`src/rtl/eeg_adc_frame_reader_if.sv`:
```
// Channel-word stream from the ADC frame reader to the decode pipeline.
// The reader drives through the master modport; the consumer uses the slave modport.
`timescale 1ns/1ps

interface eeg_adc_frame_reader_if #(
    parameter int WORD_BITS = 24
);
    logic [WORD_BITS-1:0] raw_adc_out;
    logic [2:0]           adc_channel_sel;
    logic                 adc_data_ready;

    modport master (
        output raw_adc_out,
        output adc_channel_sel,
        output adc_data_ready
    );

    modport slave (
        input raw_adc_out,
        input adc_channel_sel,
        input adc_data_ready
    );
endinterface

```
`src/rtl/eeg_adc_frame_reader.sv`:
```
// SPI frame reader for an 8-channel 24-bit biopotential ADC: status word plus NUM_CH channel words per DRDY.
// Optional ADC_STATUS_CHECK_EN adds a sync-header check on the status word and a frame_err pulse.
`timescale 1ns/1ps

module eeg_adc_frame_reader #(
    parameter int NUM_CH    = 8,
    parameter int SCLK_DIV  = 4,
    parameter int WORD_BITS = 24
) (
    input  logic                       clk,
    input  logic                       rst_n,
    input  logic                       enable,
    input  logic                       adc_drdy_n,
    input  logic                       adc_miso,
    input  logic                       clear_overrun,
    output logic                       adc_sclk,
    output logic                       adc_cs_n,
    eeg_adc_frame_reader_if.master     word_if,
    output logic [WORD_BITS-1:0]       frame_status,
    output logic                       frame_overrun,
`ifdef ADC_STATUS_CHECK_EN
    output logic                       frame_err,
`endif
    output logic                       busy
);

    localparam int DIV_W = (SCLK_DIV > 1) ? $clog2(SCLK_DIV) : 1;
    localparam int BIT_W = (WORD_BITS > 1) ? $clog2(WORD_BITS) : 1;
    localparam logic [DIV_W-1:0] DIV_LAST = DIV_W'(SCLK_DIV - 1);
    localparam logic [BIT_W-1:0] BIT_LAST = BIT_W'(WORD_BITS - 1);
    localparam logic [3:0]       WORD_END = 4'(NUM_CH + 1);

    typedef enum logic [1:0] {
        IDLE,
        CS_SETUP,
        SHIFT,
        CS_HOLD
    } state_t;

    state_t               state;
    state_t               state_next;
    logic [1:0]           drdy_sync;
    logic [1:0]           miso_sync;
    logic                 drdy_prev;
    logic                 drdy_fall;
    logic                 miso_s;
    logic [DIV_W-1:0]     div_cnt;
    logic                 div_last;
    logic                 sclk_phase;
    logic                 phase_next;
    logic                 sclk_next;
    logic                 sample;
    logic                 word_done;
    logic [BIT_W-1:0]     bit_idx;
    logic [3:0]           word_idx;
    logic [WORD_BITS-2:0] shift_reg;
    logic [WORD_BITS-1:0] captured;
    logic                 strobe_ok;

    // DRDY resets to the idle-high level so leaving reset never fakes a falling edge.
    always_ff @(posedge clk) begin
        if (!rst_n) begin
            drdy_sync <= 2'b11;
            drdy_prev <= 1'b1;
            miso_sync <= 2'b00;
        end else begin
            drdy_sync <= {drdy_sync[0], adc_drdy_n};
            drdy_prev <= drdy_sync[1];
            miso_sync <= {miso_sync[0], adc_miso};
        end
    end

    assign drdy_fall = drdy_prev & ~drdy_sync[1];
    assign miso_s    = miso_sync[1];
    assign div_last  = (div_cnt == DIV_LAST);
    assign captured  = {shift_reg, miso_s};
    assign word_done = sample && (bit_idx == BIT_LAST);

    always_ff @(posedge clk) begin
        if (!rst_n) begin
            state <= IDLE;
        end else begin
            state <= state_next;
        end
    end

    always_comb begin
        state_next = state;
        phase_next = 1'b1;
        sample     = 1'b0;
        case (state)
            IDLE: begin
                if (drdy_fall && enable) begin
                    state_next = CS_SETUP;
                end
            end
            CS_SETUP: begin
                if (div_last) begin
                    state_next = SHIFT;
                end
            end
            SHIFT: begin
                phase_next = div_last ? ~sclk_phase : sclk_phase;
                sample     = sclk_phase && div_last;
                if (div_last && !sclk_phase && (word_idx == WORD_END)) begin
                    state_next = CS_HOLD;
                end
            end
            CS_HOLD: begin
                if (div_last) begin
                    state_next = IDLE;
                end
            end
            default: begin
                state_next = IDLE;
            end
        endcase
        sclk_next = (state_next == SHIFT) && phase_next;
    end

`ifdef ADC_STATUS_CHECK_EN
    logic hdr_bad;

    // A bad sync header poisons the rest of the frame but the SPI read still runs to the end.
    always_ff @(posedge clk) begin
        if (!rst_n) begin
            hdr_bad   <= 1'b0;
            frame_err <= 1'b0;
        end else begin
            frame_err <= 1'b0;
            if (state == IDLE) begin
                hdr_bad <= 1'b0;
            end else if (word_done && (word_idx == 4'd0)) begin
                hdr_bad   <= (captured[WORD_BITS-1 -: 4] != 4'b1100);
                frame_err <= (captured[WORD_BITS-1 -: 4] != 4'b1100);
            end
        end
    end

    assign strobe_ok = ~hdr_bad;
`else
    assign strobe_ok = 1'b1;
`endif

    always_ff @(posedge clk) begin
        if (!rst_n) begin
            div_cnt                 <= '0;
            sclk_phase              <= 1'b1;
            adc_sclk                <= 1'b0;
            adc_cs_n                <= 1'b1;
            busy                    <= 1'b0;
            bit_idx                 <= '0;
            word_idx                <= '0;
            shift_reg               <= '0;
            frame_status            <= '0;
            frame_overrun           <= 1'b0;
            word_if.raw_adc_out     <= '0;
            word_if.adc_channel_sel <= '0;
            word_if.adc_data_ready  <= 1'b0;
        end else begin
            sclk_phase <= phase_next;
            adc_sclk   <= sclk_next;
            adc_cs_n   <= (state_next == IDLE);
            busy       <= (state_next != IDLE);
            div_cnt    <= ((state == IDLE) || div_last) ? '0 : div_cnt + 1'b1;

            if (state == IDLE) begin
                bit_idx  <= '0;
                word_idx <= '0;
            end else if (sample) begin
                shift_reg <= captured[WORD_BITS-2:0];
                if (bit_idx == BIT_LAST) begin
                    bit_idx  <= '0;
                    word_idx <= word_idx + 1'b1;
                end else begin
                    bit_idx <= bit_idx + 1'b1;
                end
            end

            // Word 0 is the status word; words 1..NUM_CH map to channels 0..NUM_CH-1.
            word_if.adc_data_ready <= word_done && (word_idx != 4'd0) && strobe_ok;
            if (word_done && (word_idx == 4'd0)) begin
                frame_status <= captured;
            end
            if (word_done && (word_idx != 4'd0) && strobe_ok) begin
                word_if.raw_adc_out     <= captured;
                word_if.adc_channel_sel <= 3'(word_idx - 4'd1);
            end

            if (drdy_fall && (state != IDLE)) begin
                frame_overrun <= 1'b1;
            end else if (clear_overrun) begin
                frame_overrun <= 1'b0;
            end
        end
    end

endmodule

```
`src/flat_wrapper.sv`:
```
// flat-port wrapper written by rule: the top's interface ports become plain ports
module eeg_adc_frame_reader_flat 
#(
    parameter int NUM_CH    = 8,
    parameter int SCLK_DIV  = 4,
    parameter int WORD_BITS = 24
)
  (clk, rst_n, enable, adc_drdy_n, adc_miso, clear_overrun, adc_sclk, adc_cs_n, frame_status, frame_overrun, busy, word_if_raw_adc_out, word_if_adc_channel_sel, word_if_adc_data_ready);
  eeg_adc_frame_reader_if #(.WORD_BITS(WORD_BITS)) word_if_i ();
  input  logic clk;
  input  logic rst_n;
  input  logic enable;
  input  logic adc_drdy_n;
  input  logic adc_miso;
  input  logic clear_overrun;
  output logic adc_sclk;
  output logic adc_cs_n;
  output logic [WORD_BITS-1:0] frame_status;
  output logic frame_overrun;
  output logic busy;
  output wire logic [$bits(word_if_i.raw_adc_out)-1:0] word_if_raw_adc_out;
  output wire logic [$bits(word_if_i.adc_channel_sel)-1:0] word_if_adc_channel_sel;
  output wire logic [$bits(word_if_i.adc_data_ready)-1:0] word_if_adc_data_ready;
  assign word_if_raw_adc_out = word_if_i.raw_adc_out;
  assign word_if_adc_channel_sel = word_if_i.adc_channel_sel;
  assign word_if_adc_data_ready = word_if_i.adc_data_ready;
  eeg_adc_frame_reader #(.NUM_CH(NUM_CH), .SCLK_DIV(SCLK_DIV), .WORD_BITS(WORD_BITS)) u_core (.clk(clk), .rst_n(rst_n), .enable(enable), .adc_drdy_n(adc_drdy_n), .adc_miso(adc_miso), .clear_overrun(clear_overrun), .adc_sclk(adc_sclk), .adc_cs_n(adc_cs_n), .word_if(word_if_i), .frame_status(frame_status), .frame_overrun(frame_overrun), .busy(busy));
endmodule
```
`config.mk`:
```
export PLATFORM = sky130hd
export DESIGN_NAME = eeg_adc_frame_reader_flat
export DESIGN_NICKNAME = d
export VERILOG_FILES = /design/src/rtl/eeg_adc_frame_reader_if.sv /design/src/rtl/eeg_adc_frame_reader.sv /design/src/flat_wrapper.sv
export SDC_FILE = /design/constraint.sdc
export NUM_CORES = 1
export LEC_CHECK = 0
export CORE_MARGIN = 8
export CORE_UTILIZATION = 48
export DETAILED_ROUTE_END_ITERATION = 12
export PLACE_DENSITY = 0.85
export REMOVE_ABC_BUFFERS = 1
export SYNTH_ARGS = -nofsm -noshare
export SYNTH_HDL_FRONTEND = slang
export SYNTH_SLANG_ARGS = --single-unit
```
`constraint.sdc`:
```
create_clock -name clk -period 1.8 [get_ports clk]
set_clock_uncertainty 0.05 [all_clocks]
set_input_delay 0.36 -clock clk [delete_from_list [all_inputs] [get_ports clk]]
set_output_delay 0.36 -clock clk [all_outputs]
set_load 0.005 [all_outputs]
```
=== Word-level counts from Yosys, hierarchy flattened ===
Index checks and enable logic that the tools add are counted.

* Register bits: 98
* Bits of input ports: 6
* Output and inout bits: 56
* Logic and storage cells: 66

* $add $sub $neg: 4
* Eq/ne operators: 7
* Multiplexer cells: 11
* Bitwise gates (word level): 5
* Reduce and logical (&&, ||, !) cells: 22

{| class="wikitable"
|+ Operators with widths
! kind !! count
|-
| $logic_and 1x1->1 || 9
|-
| $eq 2x2->1 const B || 4
|-
| $mux 2 || 4
|-
| $pmux 2 s4 || 1
|-
| $reduce_bool 2->1 || 3
|-
| $add 5x1->5 const B || 1
|-
| $eq 5x5->1 const B || 1
|-
| $mux 1 || 5
|-
| $mux 5 || 1
|-
| $add 4x1->4 const B || 1
|-
| $eq 4x4->1 const B || 1
|-
| $logic_not 2->1 || 2
|-
| $logic_not 4->1 || 1
|-
| $not 1->1 || 4
|-
| $reduce_and 2->1 || 2
|-
| $reduce_bool 4->1 || 1
|-
| $reduce_or 2->1 || 2
|-
| $sub 3x1->3 const B || 1
|-
| $add 2x1->2 const B || 1
|-
| $eq 2x1->1 const B || 1
|-
| $and 1x1->1 || 1
|-
| $logic_not 1->1 || 1
|-
| $logic_or 1x1->1 || 1
|}

=== Logic depth before layout (Yosys ltp) ===
* Depth in word-level cells: 7
* Mapped depth: 7

=== Least setup slack after synthesis ===
Ideal clock, no wire load.

* Kind: reg2reg
* Start point: reg u_core.div_cnt[0]
* End point: reg u_core.word_if.raw_adc_out[10]
* Setup time: 0.072 ns
* Arrival: 1.587 ns
* Data required time: 1.678 ns
* Setup slack: 0.091 ns
* Stages on the path, launching flop included: 8
* Cells stage by stage: dfxtp_1 ha_1 ha_1 nand3b_4 nor3_2 buf_6 buf_6 mux2i_1

* Cells in the longest elaborated chain, start to end: 5

{| class="wikitable"
|+ RTL lines
! what !! line !! text
|-
| from (decl) || eeg_adc_frame_reader.sv:47 || <nowiki>logic [DIV_W-1:0] div_cnt;</nowiki>
|-
| from (signal assigned) || eeg_adc_frame_reader.sv:165 || <nowiki>div_cnt <= ((state == IDLE) || div_last) ? '0 : div_cnt + 1'b1;</nowiki>
|-
| $eq 2x2->1 || eeg_adc_frame_reader.sv:75 || <nowiki>assign div_last = (div_cnt == DIV_LAST);</nowiki>
|-
| $logic_and 1x1->1 || eeg_adc_frame_reader.sv:104 || <nowiki>sample = sclk_phase && div_last;</nowiki>
|-
| $mux 1 || eeg_adc_frame_reader.sv:91 || <nowiki>case (state)</nowiki>
|-
| $logic_and 1x1->1 || eeg_adc_frame_reader.sv:77 || <nowiki>assign word_done = sample && (bit_idx == BIT_LAST);</nowiki>
|-
| $logic_and 1x1->1 || eeg_adc_frame_reader.sv:185 || <nowiki>if (word_done && (word_idx != 4'd0) && strobe_ok) begin</nowiki>
|-
| to (signal assigned) || eeg_adc_frame_reader.sv:186 || <nowiki>word_if.raw_adc_out <= captured;</nowiki>
|-
| to (decl) || eeg_adc_frame_reader_if.sv:13 || <nowiki>output raw_adc_out,</nowiki>
|}

Every way passes these cells.
A chain may end at the register's enable or synchronous reset.

=== Worst setup path after layout ===
* Start point: reg u_core.word_idx[1]
* End point: reg u_core.word_if.raw_adc_out[2]

* Cells in the longest elaborated chain, start to end: 2

{| class="wikitable"
|+ RTL lines
! what !! line !! text
|-
| from (decl) || eeg_adc_frame_reader.sv:55 || <nowiki>logic [3:0] word_idx;</nowiki>
|-
| from (signal assigned) || eeg_adc_frame_reader.sv:174 || <nowiki>word_idx <= word_idx + 1'b1;</nowiki>
|-
| $reduce_bool 4->1 || eeg_adc_frame_reader.sv:185 ||
|-
| $logic_and 1x1->1 || eeg_adc_frame_reader.sv:185 ||
|}

Every way passes these cells.

==> out/metrics.cfg <==
[floorplanning]
boundaryPins = 62
dieWidth_um = 105.4
num_rows = 32
design.core.area_sq_um = 7727
fp.dieArea_sq_um = 11120
initial_core_utilization_pct = 49.69
die_h_um = 105.4

[logic_synthesis]
synth_top_cells_by_area = dfxtp_1 51%, mux2i_1 13%, nand2_1 13%
yosysWarningCount = 0
synth_largest_area_cell = dfxtp_1
synth-edff-count = 0
postSynth.topFlopCell = dfxtp_1
synth_cells = 402
synth_top_cell_area_share_pct = 51.09
synth_seq_area_share_pct = 51.09
netlist-cell-type-count = 38
synth.cell_area_sq_um = 3840
postSynthRegisterBits = 98
synth_area_per_cell_sq_um = 9.552
synthArstFlopShare_pct = 0

[cts]
clock_tree.htree_level_count = 3
ctsRootBufferMaster = clkbuf_8
cts.clk_slew.worst_paths_ns = 0.09
clock_latency_ns = 0.36
postCtsHoldBufs = 0
max-clock-path-buffers = 2
cts.sink_count = 98
cts_tree = done
cts-buffers-inserted = 9

[layout]
multiInputGateArea_sq_um = 1732
postLayoutCoreUtil_pct = 63.67
flow.area_growth_from_synthesis_pct = 28.12
final_cell_mix = 129 x nand2_1, 94 x dfxtp_1, 60 x clkdlybuf4s50_1
n_antenna_cell = 0
layout.area.seq_sq_um = 1967
filler_cell_count = 587
final_nets = 485
post_route_cells_drive_above_1_share_pct = 10.90
layout.cells.most_common = nand2_1

[drt]
drc = 0
num_vias = 2932
drt_first_pass_iters = 4
detail_route.vias_per_cell = 5.064
routedLengthMet1_mm = 3.496
detailroute.wirelength.met3_um = 526
antenna_left = 0
routed.top_layer = met4
detail_route.wirelength_mm = 8.174
avgRoutedWirePerCell_um = 14.12
first_iter_violations = 159
met2_length_mm = 4.006

[grt]
grt_max_degree = 40
grt_pass1_wl_mm = 12.92
antenna_found_initial = 0
grt_pass1_vias = 2868
globalRouteOverflowTotal = 0
grt_usage_pct = 13.95

[timing]
layout_min_cycle_time_ns = 1.744
worst_slew_margin_rel_pct = 75.81
period_share_pct = 96.89
setup_viol = 0
timing.final.hold_violations = 0
fmax_mhz = 573.4
tightestPinTransition_ns = 0.3628
total_negative_slack_ns = 0
report.final.slew_viol_count = 0

[run_status]
run_status = finished clean

[place]
gp_congestion = 0.7662
detailed_place_hpwl_mm = 5.504
io_buffer_count = 61

[worst_setup_path]
timing.critical_path.slowest_stage_cell = dfxtp_2
critical_path_class = reg -> reg
worst_ep_arrival_time_ns = 1.99
crit_required_ns = 2.05
end_kind = flop
critPathMaxStageDelay_ns = 0.37
worstPathMaxFanout = 5
setup.worst_path.start_class = flop
crit_chain = inv_1, ha_2, nor3b_4, nor3_4, buf_6, clkbuf_16, mux2i_1

[power]
leakagePower_nw = 1.908
power_density_nw_per_um2 = 739.9
totalPowerFinal_w = 0.003640
irDropWorstVdd_uv = 308.1

[hold_path]
hold_class = in -> reg

[run]
maxCapViolations = 0

## per-stage QoR
stage                     cells  hold slack (ns)  setup WS, ns  cell area (sq um)
final                       579           0.3119       0.05604               4920
after global routing        579           0.3209      -0.03882               4920
after CTS                   571           0.3026       0.03213               4788
after detailed placement    555           0.3534       0.06752               4603
after global placement      555           0.3382        0.1458               4603
after floorplan             377           0.3363        -1.267               3686
## kinds of logic (layout without fill, tap and decap cells)
kind of cell / count (synthesis) / count (layout) / share of synthesized area (%)
muxes: 51 / 51 / 13.29
xor gates and xnor gates: 2 / 2 / 0.4563
and+or+nand+nor: 169 / 169 / 20.43
buffers and inverters: 30 / 105 / 4.496
AOI/OAI and AO/OA: 45 / 45 / 7.951
adders and majority gates: 7 / 7 / 2.281
DFF: 98 / 98 / 51.09
## where the power goes
| group | internal, W | switching (W) |
|---|---|---|
| combinational | 0.0000359 | 0.0000439 |
| sequential | 0.00217 | 0.00000391 |
| clock | 0.000642 | 0.000740 |
| total | 0.00285 | 0.000788 |
## final cells by class
class                           instances  area share, %
Clock inverter                          5          1.094
Tap cell                              102          2.594
Sequential cell                        98          39.98
Inverter                                5         0.3815
Timing Repair Buffer                   84          18.08
Multi-Input combinational cell        274          35.20
Clock buffer                           11          2.670
## metal layers
metal  track usage [%]  up-vias
li1                  -     1478
met1             15.19     1366
met2             23.38       72
met3             5.116       16
met4             7.136        0
met5                 0        -
## worst paths after layout
kind | start | endpoint | slack (ns) | depth (start not counted)
hold reg to reg | u_core.div_cnt[0] | u_core.div_cnt[0] | 0.36 | 1
hold / removal | rst_n | u_core.drdy_sync[0] | 0.31 | 2
setup reg to reg | u_core.word_idx[1] | u_core.word_if.raw_adc_out[2] | 0.06 | 7
setup / recovery | u_core.word_idx[1] | u_core.word_if.raw_adc_out[2] | 0.06 | 7
## repair_timing
item	4_1_cts	5_1_grt
setup buffers	0	6
endpoints found under the setup margin	0	30
gates resized for setup	0	12
## cell usage after synthesis (2+ instances only)
cell type / number
nand2_1: 129
dfxtp_1: 98
mux2i_1: 51
a21boi_0: 23
clkbuf_1: 11
a21oi_1: 9
nand3_1: 9
ha_1: 7
o21ai_0: 7
buf_4: 5
buf_6: 5
inv_1: 5
and2_1: 4
nand2b_1: 4
nor2b_1: 4
buf_2: 3
and3b_1: 2
nand4b_1: 2
or2_2: 2
or3_1: 2
or4_1: 2
xnor2_1: 2
## worst max-delay path: cells and delay by family, from the launching register on
family	cells	cell delay (ns)
mux	1	0.17
fa+ha+maj	1	0.20
buf+inv	3	0.39
flops	1	0.37
simple gates	2	0.49
Note: power is estimated with default switching activity, not from simulation.
